$ cat config.mk
export PLATFORM = sky130hd
export DESIGN_NAME = shift_exec_stage
export DESIGN_NICKNAME = d
export VERILOG_FILES = /design/src/rtl/shift_exec_stage_pkg.sv /design/src/rtl/shift_exec_stage_shifter32.sv /design/src/rtl/shift_exec_stage.sv
export SDC_FILE = /design/constraint.sdc
export NUM_CORES = 1
export LEC_CHECK = 0
export CORE_ASPECT_RATIO = 0.5
export CORE_UTILIZATION = 56
export CTS_CLUSTER_DIAMETER = 30
export DETAILED_ROUTE_END_ITERATION = 12
export MAX_ROUTING_LAYER = met4
export PLACE_DENSITY = 0.86
export SLEW_MARGIN = 5
export SYNTH_ARGS = -nofsm -noshare
export SYNTH_HDL_FRONTEND = slang
export SYNTH_SLANG_ARGS = --single-unit
$ cat constraint.sdc
create_clock -name clk -period 4.95 [get_ports clk]
set_input_delay 0.99 -clock clk [delete_from_list [all_inputs] [get_ports clk]]
set_output_delay 0.99 -clock clk [all_outputs]
set_load 0.005 [all_outputs]
$ cat src/rtl/shift_exec_stage_pkg.sv
// Shared decode constants and helpers for the MIPS shift execute stage.
// Holds funct codes, shifter control encodings and the decoded S1 record.
package shift_exec_stage_pkg;

    localparam logic [5:0] FN_SLL  = 6'b000000;
    localparam logic [5:0] FN_SRL  = 6'b000010;
    localparam logic [5:0] FN_SRA  = 6'b000011;
    localparam logic [5:0] FN_SLLV = 6'b000100;
    localparam logic [5:0] FN_SRLV = 6'b000110;
    localparam logic [5:0] FN_SRAV = 6'b000111;

    localparam logic [1:0] T_SLL = 2'b10;
    localparam logic [1:0] T_SRL = 2'b00;
    localparam logic [1:0] T_SRA = 2'b01;

    typedef struct packed {
        logic [31:0] d;
        logic [4:0]  s;
        logic [1:0]  t;
        logic [4:0]  rd;
        logic        err;
    } dec_t;

    function automatic logic [31:0] bitrev32(input logic [31:0] x);
        logic [31:0] r;
        for (int i = 0; i < 32; i++) begin
            r[i] = x[31-i];
        end
        return r;
    endfunction

    function automatic dec_t decode(input logic [5:0]  funct,
                                    input logic [4:0]  shamt,
                                    input logic [4:0]  rs_amt,
                                    input logic [31:0] rt_data,
                                    input logic [4:0]  rd);
        dec_t r;
        r.d   = rt_data;
        r.s   = shamt;
        r.t   = T_SRL;
        r.rd  = rd;
        r.err = 1'b0;
        case (funct)
            FN_SLL:  r.t = T_SLL;
            FN_SRL:  r.t = T_SRL;
            FN_SRA:  r.t = T_SRA;
            FN_SLLV: begin r.t = T_SLL; r.s = rs_amt; end
            FN_SRLV: begin r.t = T_SRL; r.s = rs_amt; end
            FN_SRAV: begin r.t = T_SRA; r.s = rs_amt; end
            default: begin r.err = 1'b1; r.s = 5'd0; r.d = 32'd0; end
        endcase
        return r;
    endfunction

endpackage

$ cat src/rtl/shift_exec_stage_shifter32.sv
// 32-bit logarithmic barrel shifter: left, logical right, arithmetic right.
// Purely combinational, zero latency, no flow control.
// Left shifts reuse the right-shift network on a bit-reversed operand.
module shifter32
    import shift_exec_stage_pkg::*;
(
    input  logic [31:0] d,
    input  logic [4:0]  s,
    input  logic [1:0]  t,
    output logic [31:0] r
);

    logic [31:0] x;
    logic        fill;

    always_comb begin
        x    = (t == T_SLL) ? bitrev32(d) : d;
        fill = (t == T_SRA) && d[31];
        for (int i = 0; i < 5; i++) begin
            if (s[i]) begin
                x = (x >> (1 << i)) | (fill ? ~(32'hFFFF_FFFF >> (1 << i)) : 32'h0);
            end
        end
        r = (t == T_SLL) ? bitrev32(x) : x;
    end

endmodule

$ cat src/rtl/shift_exec_stage.sv
// MIPS R-type shift execute stage: decode -> S1 -> barrel shifter -> S2.
// Latency: accepted at edge N, result visible after edge N+1.
// Backpressure: S2 holds while out_ready low, S1 fills, then in_ready drops.
module shift_exec_stage
    import shift_exec_stage_pkg::*;
#(
    parameter int ZERO_RD_SUPPRESS = 1
) (
    input  logic        clk,
    input  logic        rst,
    input  logic        flush,
    input  logic        in_valid,
    output logic        in_ready,
    input  logic [5:0]  funct,
    input  logic [4:0]  shamt,
    input  logic [31:0] rs_data,
    input  logic [31:0] rt_data,
    input  logic [4:0]  rd,
    output logic        out_valid,
    input  logic        out_ready,
    output logic [31:0] out_data,
    output logic [4:0]  out_rd,
    output logic        out_we,
    output logic        out_err
);

    dec_t        dec_n;
    dec_t        s1_q;
    logic        s1_valid;
    logic        s2_valid;
    logic        s2_free;
    logic        s1_adv;
    logic        in_fire;
    logic        s1_we;
    logic [31:0] shift_r;
    logic        unused_rs_hi;

    // Only the low five bits of rs act as a shift amount.
    assign unused_rs_hi = ^rs_data[31:5];

    assign dec_n    = decode(funct, shamt, rs_data[4:0], rt_data, rd);
    assign s2_free  = !s2_valid || out_ready;
    assign in_ready = !s1_valid || s2_free;
    assign s1_adv   = s1_valid && s2_free;
    assign in_fire  = in_valid && in_ready;
    assign out_valid = s2_valid;
    assign s1_we    = !s1_q.err && !((ZERO_RD_SUPPRESS != 0) && (s1_q.rd == 5'd0));

    shifter32 u_shifter (
        .d (s1_q.d),
        .s (s1_q.s),
        .t (s1_q.t),
        .r (shift_r)
    );

    always_ff @(posedge clk) begin
        if (rst) begin
            s1_valid <= 1'b0;
            s2_valid <= 1'b0;
            s1_q     <= '0;
            out_data <= 32'd0;
            out_rd   <= 5'd0;
            out_we   <= 1'b0;
            out_err  <= 1'b0;
        end else if (flush) begin
            s1_valid <= 1'b0;
            s2_valid <= 1'b0;
        end else begin
            if (in_fire) begin
                s1_valid <= 1'b1;
                s1_q     <= dec_n;
            end else if (s1_adv) begin
                s1_valid <= 1'b0;
            end
            // S2 payload only changes on a load, keeping it stable under stall.
            if (s1_adv) begin
                s2_valid <= 1'b1;
                out_data <= s1_q.err ? 32'd0 : shift_r;
                out_rd   <= s1_q.rd;
                out_we   <= s1_we;
                out_err  <= s1_q.err;
            end else if (s2_valid && out_ready) begin
                s2_valid <= 1'b0;
            end
        end
    end

endmodule
== After elaboration in Yosys (flattened, before gate mapping) ==
Cells that the tools add are included.

* Bits in registers: 86
* Output and inout port bits: 41
* Logic and storage cells: 68

* Eq/ne operators: 7
* Muxes and demuxes: 21
* Bitwise logic cells: 6
* Reductions and logical operators: 23

{| class="wikitable"
|+ Operator list
! kind !! count
|-
| 32-bit 2-to-1 mux || 14
|-
| 16-bit by 32-bit bitwise OR with 32-bit output || 1
|-
| 24-bit by 32-bit bitwise OR with 32-bit output || 1
|-
| 28-bit by 32-bit bitwise OR with 32-bit output || 1
|-
| 30-bit by 32-bit bitwise OR with 32-bit output || 1
|-
| 31-bit by 32-bit bitwise OR with 32-bit output || 1
|-
| 6-bit by 3-bit == test with 1-bit output, second input constant || 3
|-
| 6-bit by 2-bit == test with 1-bit output, second input constant || 2
|-
| 5-bit case mux with 2 select lines || 1
|-
| 6-bit zero test || 1
|-
| 2-bit OR reduction || 3
|-
| 3-bit OR reduction || 2
|-
| 6-bit OR reduction || 1
|-
| 1-bit logical AND || 5
|-
| 5-bit zero test || 1
|-
| 1-bit 2-to-1 mux || 5
|-
| 1-bit zero test || 4
|-
| 2-bit case mux with 2 select lines || 1
|-
| 2-bit AND reduction || 2
|-
| 2-bit nonzero test || 2
|-
| 2-bit by 1-bit == test with 1-bit output, second input constant || 1
|-
| 2-bit == test, second input constant || 1
|-
| 1-bit logical OR || 2
|-
| 1-bit NOT || 1
|}

== Logic depth before layout (Yosys ltp) ==
* Word-level depth: 15
* Depth in mapped cells: 11
* Depth with buffers taken out: 7

== Modules after synthesis ==
A second synthesis with hierarchy kept.

* Cells, all modules: 798
* Area, all modules: 6901.6 um^2

{| class="wikitable"
|+ Modules (own cells, without submodules)
! module !! instances !! cells an instance !! area each (um^2) !! seq. area each (um^2)
|-
| shift_exec_stage || 1 || 400 || 3668.5 || 1721.7
|-
| shifter32 || 1 || 398 || 3233.1 || 0.0
|}

== Least setup slack after synthesis ==
OpenSTA, ideal clock, no wires.

* Path type: input port to output port
* Start point: in out_ready
* End point: out in_ready
* Arrival time: 1362 ps
* Data required time: 3960 ps
* Setup slack: 2598 ps
* Stages: 2
* Cells stage by stage: nor2b_1 nand2_1

* Cells in the longest elaborated chain, start to end: 2

{| class="wikitable"
|+ RTL lines
! element !! line !! text
|-
| start: declaration || shift_exec_stage.sv:20 || <nowiki>input logic out_ready,</nowiki>
|-
| 1-bit logical OR || shift_exec_stage.sv:42 || <nowiki>assign s2_free = !s2_valid || out_ready;</nowiki>
|-
| 1-bit logical OR || shift_exec_stage.sv:43 || <nowiki>assign in_ready = !s1_valid || s2_free;</nowiki>
|-
| end: declaration || shift_exec_stage.sv:13 || <nowiki>output logic in_ready,</nowiki>
|}

No other way between the ends.

== Worst setup path in the final report ==
* Start point: reg s1_q[6] (netlist name)
* End point: reg out_data[16]

* Cells in the longest elaborated chain, start to end: 13
* Elaborated cells between the ends (all ways): 21
* Those cells by class: eq/ne: 2; mux: 13; bitwise: 5; reduce/logical: 1

{| class="wikitable"
|+ RTL lines
! element !! line !! text
|-
| start: declaration || shift_exec_stage.sv:28 || <nowiki>dec_t s1_q;</nowiki>
|-
| start signal: assignment || shift_exec_stage.sv:71 || <nowiki>s1_q <= dec_n;</nowiki>
|-
| 2-bit == test || shift_exec_stage_shifter32.sv:17, shift_exec_stage_shifter32.sv:24 ||
|-
| 32-bit 2-to-1 mux || shift_exec_stage_shifter32.sv:17 || <nowiki>x = (t == T_SLL) ? bitrev32(d) : d;</nowiki>
|-
| 31-bit by 32-bit bitwise OR with 32-bit output || shift_exec_stage_shifter32.sv:21 || <nowiki>x = (x >> (1 << i)) | (fill ? ~(32'hFFFF_FFFF >> (1 << i)) : 32'h0);</nowiki>
|-
| 32-bit 2-to-1 mux || shift_exec_stage_shifter32.sv:20 || <nowiki>if (s[i]) begin</nowiki>
|-
| 30-bit by 32-bit bitwise OR with 32-bit output || shift_exec_stage_shifter32.sv:21 ||
|-
| 32-bit 2-to-1 mux || shift_exec_stage_shifter32.sv:20 ||
|-
| 28-bit by 32-bit bitwise OR with 32-bit output || shift_exec_stage_shifter32.sv:21 ||
|-
| 32-bit 2-to-1 mux || shift_exec_stage_shifter32.sv:20 ||
|-
| 24-bit by 32-bit bitwise OR with 32-bit output || shift_exec_stage_shifter32.sv:21 ||
|-
| 32-bit 2-to-1 mux (2 in series) || shift_exec_stage_shifter32.sv:20 ||
|-
| 32-bit 2-to-1 mux (*) || shift_exec_stage_shifter32.sv:24 || <nowiki>r = (t == T_SLL) ? bitrev32(x) : x;</nowiki>
|-
| 32-bit 2-to-1 mux (*) || shift_exec_stage.sv:78 || <nowiki>out_data <= s1_q.err ? 32'd0 : shift_r;</nowiki>
|-
| end signal: assignment || shift_exec_stage.sv:78 ||
|-
| end: declaration || shift_exec_stage.sv:21 || <nowiki>output logic [31:0] out_data,</nowiki>
|}

Mark *: on every way between the ends. The rest lies on a longest branch, timed or not.
A chain may end at the register's enable or synchronous reset.

==> results.py <==
metrics = {
    "power": {
        "p_leak_nw": 2.47,
        "p_total_mw": 1.54,
        "power_density_nw_per_um2": 209,
        "ir_drop_mv": 0.190,
    },
    "synth": {
        "synthMuxAreaShare": 0.206,
        "synth_seq_cells": 86,
        "synth_area_leaders": "dfxtp_1, mux4_2, a21oi_1",
        "postSynth.asyncResetShare": 0,
        "yosysUniqueCellTypes": 61,
        "synth_compound_area_frac": 0.254,
        "synthSimpleGateAreaFrac": 0.200,
        "netlist_area_sq_um": 6070,
        "syn_nets": 836,
        "syn-instance-count": 751,
        "synth_area_per_cell_sq_um": 8.08,
        "netlist.area_leader.share": 0.284,
        "synth_largest_area_cell": "dfxtp_1",
        "synth-xor-area-share": 0,
        "yosysWarnings": 0,
        "synth_fa_ha_area_frac": 0,
        "synth_top_family_by_area": "compound AO/OA/AOI/OAI gates",
        "synth_edf_count": 0,
        "ys.flop_type": "dfxtp_1",
        "seq_area_frac_synth": 0.284,
    },
    "routing": {
        "dr.pass1.iters": 6,
        "m1WireLength_microns": 9310,
        "wl_met3_microns": 2950,
        "wl_per_cell_microns": 23.1,
        "via_count": 6710,
        "highest_layer": "met4",
        "dr_wl_met2_microns": 9470,
        "routed_wl_microns": 22100,
        "viasPerCell": 7.00,
        "drc": 0,
        "drt_iter0_markers": 941,
        "antenna_left": 0,
    },
    "worst_setup_path": {
        "crit_buf_inv": 1,
        "reg2reg_slack_ps": 1420,
        "critPathKind": "flip-flop to flip-flop",
        "cp_cell_sequence": "nand2b_1 > buf_4 > mux4_2 > mux2i_1 > o21ai_0 > mux2_2 > o21a_1 > a221o_1",
        "slowest_delay_ps": 640,
        "cpMaxStageDelayCell": "mux4_2",
        "crit_required_ps": 5190,
        "start_kind": "flip-flop",
        "cp_top_family": "multiplexers",
        "cp-end-kind": "flip-flop",
        "critPathArrivalTime_ps": 3770,
        "critPathMaxFanout": 11,
    },
    "timing": {
        "setup_tns_ps": 0,
        "finalHoldViolations": 0,
        "min_period_ps": 3530,
        "slew_violations": 0,
        "clock.fmax_mhz": 283,
        "finalWorstSetupSlack_ps": 1420,
        "tightest_slew_ps": 1070,
        "fin_crit_sh": 0.713,
        "skew_ps": 6.07,
        "max-slew-margin-rel": 0.283,
        "grt_setup_unrepaired": "no",
        "setup_viol": 0,
    },
    "final_layout": {
        "final_util": 0.711,
        "nNetsFinal": 897,
        "layout_commonest_cell": "nand2_1",
        "synthToLayoutAreaGrowth_pct": 21.7,
        "drive_above_1_share": 0.127,
        "layout_common_cells": "nand2_1, clkdlybuf4s50_1, a21oi_1",
    },
    "cts": {
        "cts_resized": 0,
        "cts_tree": "yes",
        "cts_hold_buf": 0,
        "cts-buffers-inserted": 9,
        "clk_pin_slew_ps": 70,
        "h-tree-depth": 3,
        "clock_sinks": 86,
        "postCtsSetupBuffers": 0,
        "cts_buffer_depth": 2,
        "clk_latency_ps": 350,
        "cts-root-buf": "clkbuf_16",
    },
    "floorplanning": {
        "dieArea_sq_um": 11300,
        "io_pins": 126,
        "die_y_microns": 75.6,
        "initial_utilization": 0.585,
        "coreArea_sq_um": 10400,
        "rows": 26,
        "die_x_microns": 149,
    },
    "flow_run": {
        "drv_cap": 0,
    },
    "grt": {
        "grt_max_degree": 59,
        "grt_first_pass_wirelength_microns": 33800,
        "antenna_found_initial": 1,
        "overflow": 0,
        "track_usage": 0.414,
        "grt_pass1_vias": 5876,
    },
    "place": {
        "port_buffers": 98,
        "place.gp.congestion": 1.00,
        "hpwl_microns": 15800,
        "dp_slack_ps": 1240,
    },
    "hold_path": {
        "hold_class": "flip-flop to flip-flop",
    },
    "status": {
        "status": "completed",
    },
}
## Yosys cell counts, types with 9 or more instances
master	instances
nor3_1	14
a22oi_1	22
nor2_1	58
a21oi_1	90
nand3_1	52
clkbuf_1	46
buf_2	15
mux2_2	18
mux2i_1	20
nand2_1	118
o221ai_1	9
mux4_2	37
dfxtp_1	86
o21ai_0	29
## metrics by stage
step           hold slack [ps]  cell area [sq um]  instances
2_1_floorplan              449               6070        751
3_3_place_gp               444               7090        941
3_5_place_dp               453               7090        941
4_1_cts                    469               7370        957
5_1_grt                    494               7380        958
6_report                   467               7380        958
## final cells by class
type	instances	area, sq um
Antenna cell	1	2.50
Clock buffer	9	225
Clock inverter	7	63.8
Fill cell	801	3000
Inverter	10	37.5
Multi-Input combinational cell	585	4010
Sequential cell	86	1720
Tap cell	140	175
Timing Repair Buffer	120	1140
## sequential cells by signal (all words and copies together), names as in the netlist
register,cells
s1_q,45
out_data,32
out_rd,5
out_err,1
out_valid,1
out_we,1
s1_valid,1
## power breakdown
part	internal, mW	switching [mW]	leakage (nW)
Sequential	0.698	0.00967	0.694
Combinational	0.0717	0.0784	1.64
Clock	0.353	0.333	0.137
Total	1.12	0.421	2.47
## path summary, 6_finish.rpt
check	startpoint	end	cells past startpoint
setup / recovery	s1_q[6]	out_data[16]	8
hold reg to reg	out_data[19]	out_data[19]	2
hold / removal	out_data[19]	out_data[19]	2
setup reg to reg	s1_q[6]	out_data[16]	8
## tightest hold or removal path: stages (launching register included)
cell     delay [ps]
dfxtp_1         330
nand2_1          50
nand3_1          50
## per-layer routing
metal,vias up,global-route usage
li1,2962,-
met1,3199,0.553
met2,502,0.620
met3,47,0.111
met4,0,0.111
met5,-,-
## cell families (layout without fill, tap and decap cells)
family | Yosys count | count (layout)
and+or+nand+nor | 273 | 273
buffers and inverters | 80 | 146
muxes | 76 | 76
DFF | 86 | 86
AOI/OAI and AO/OA | 236 | 236
other | 0 | 1
(Power assumes the default switching activity.)
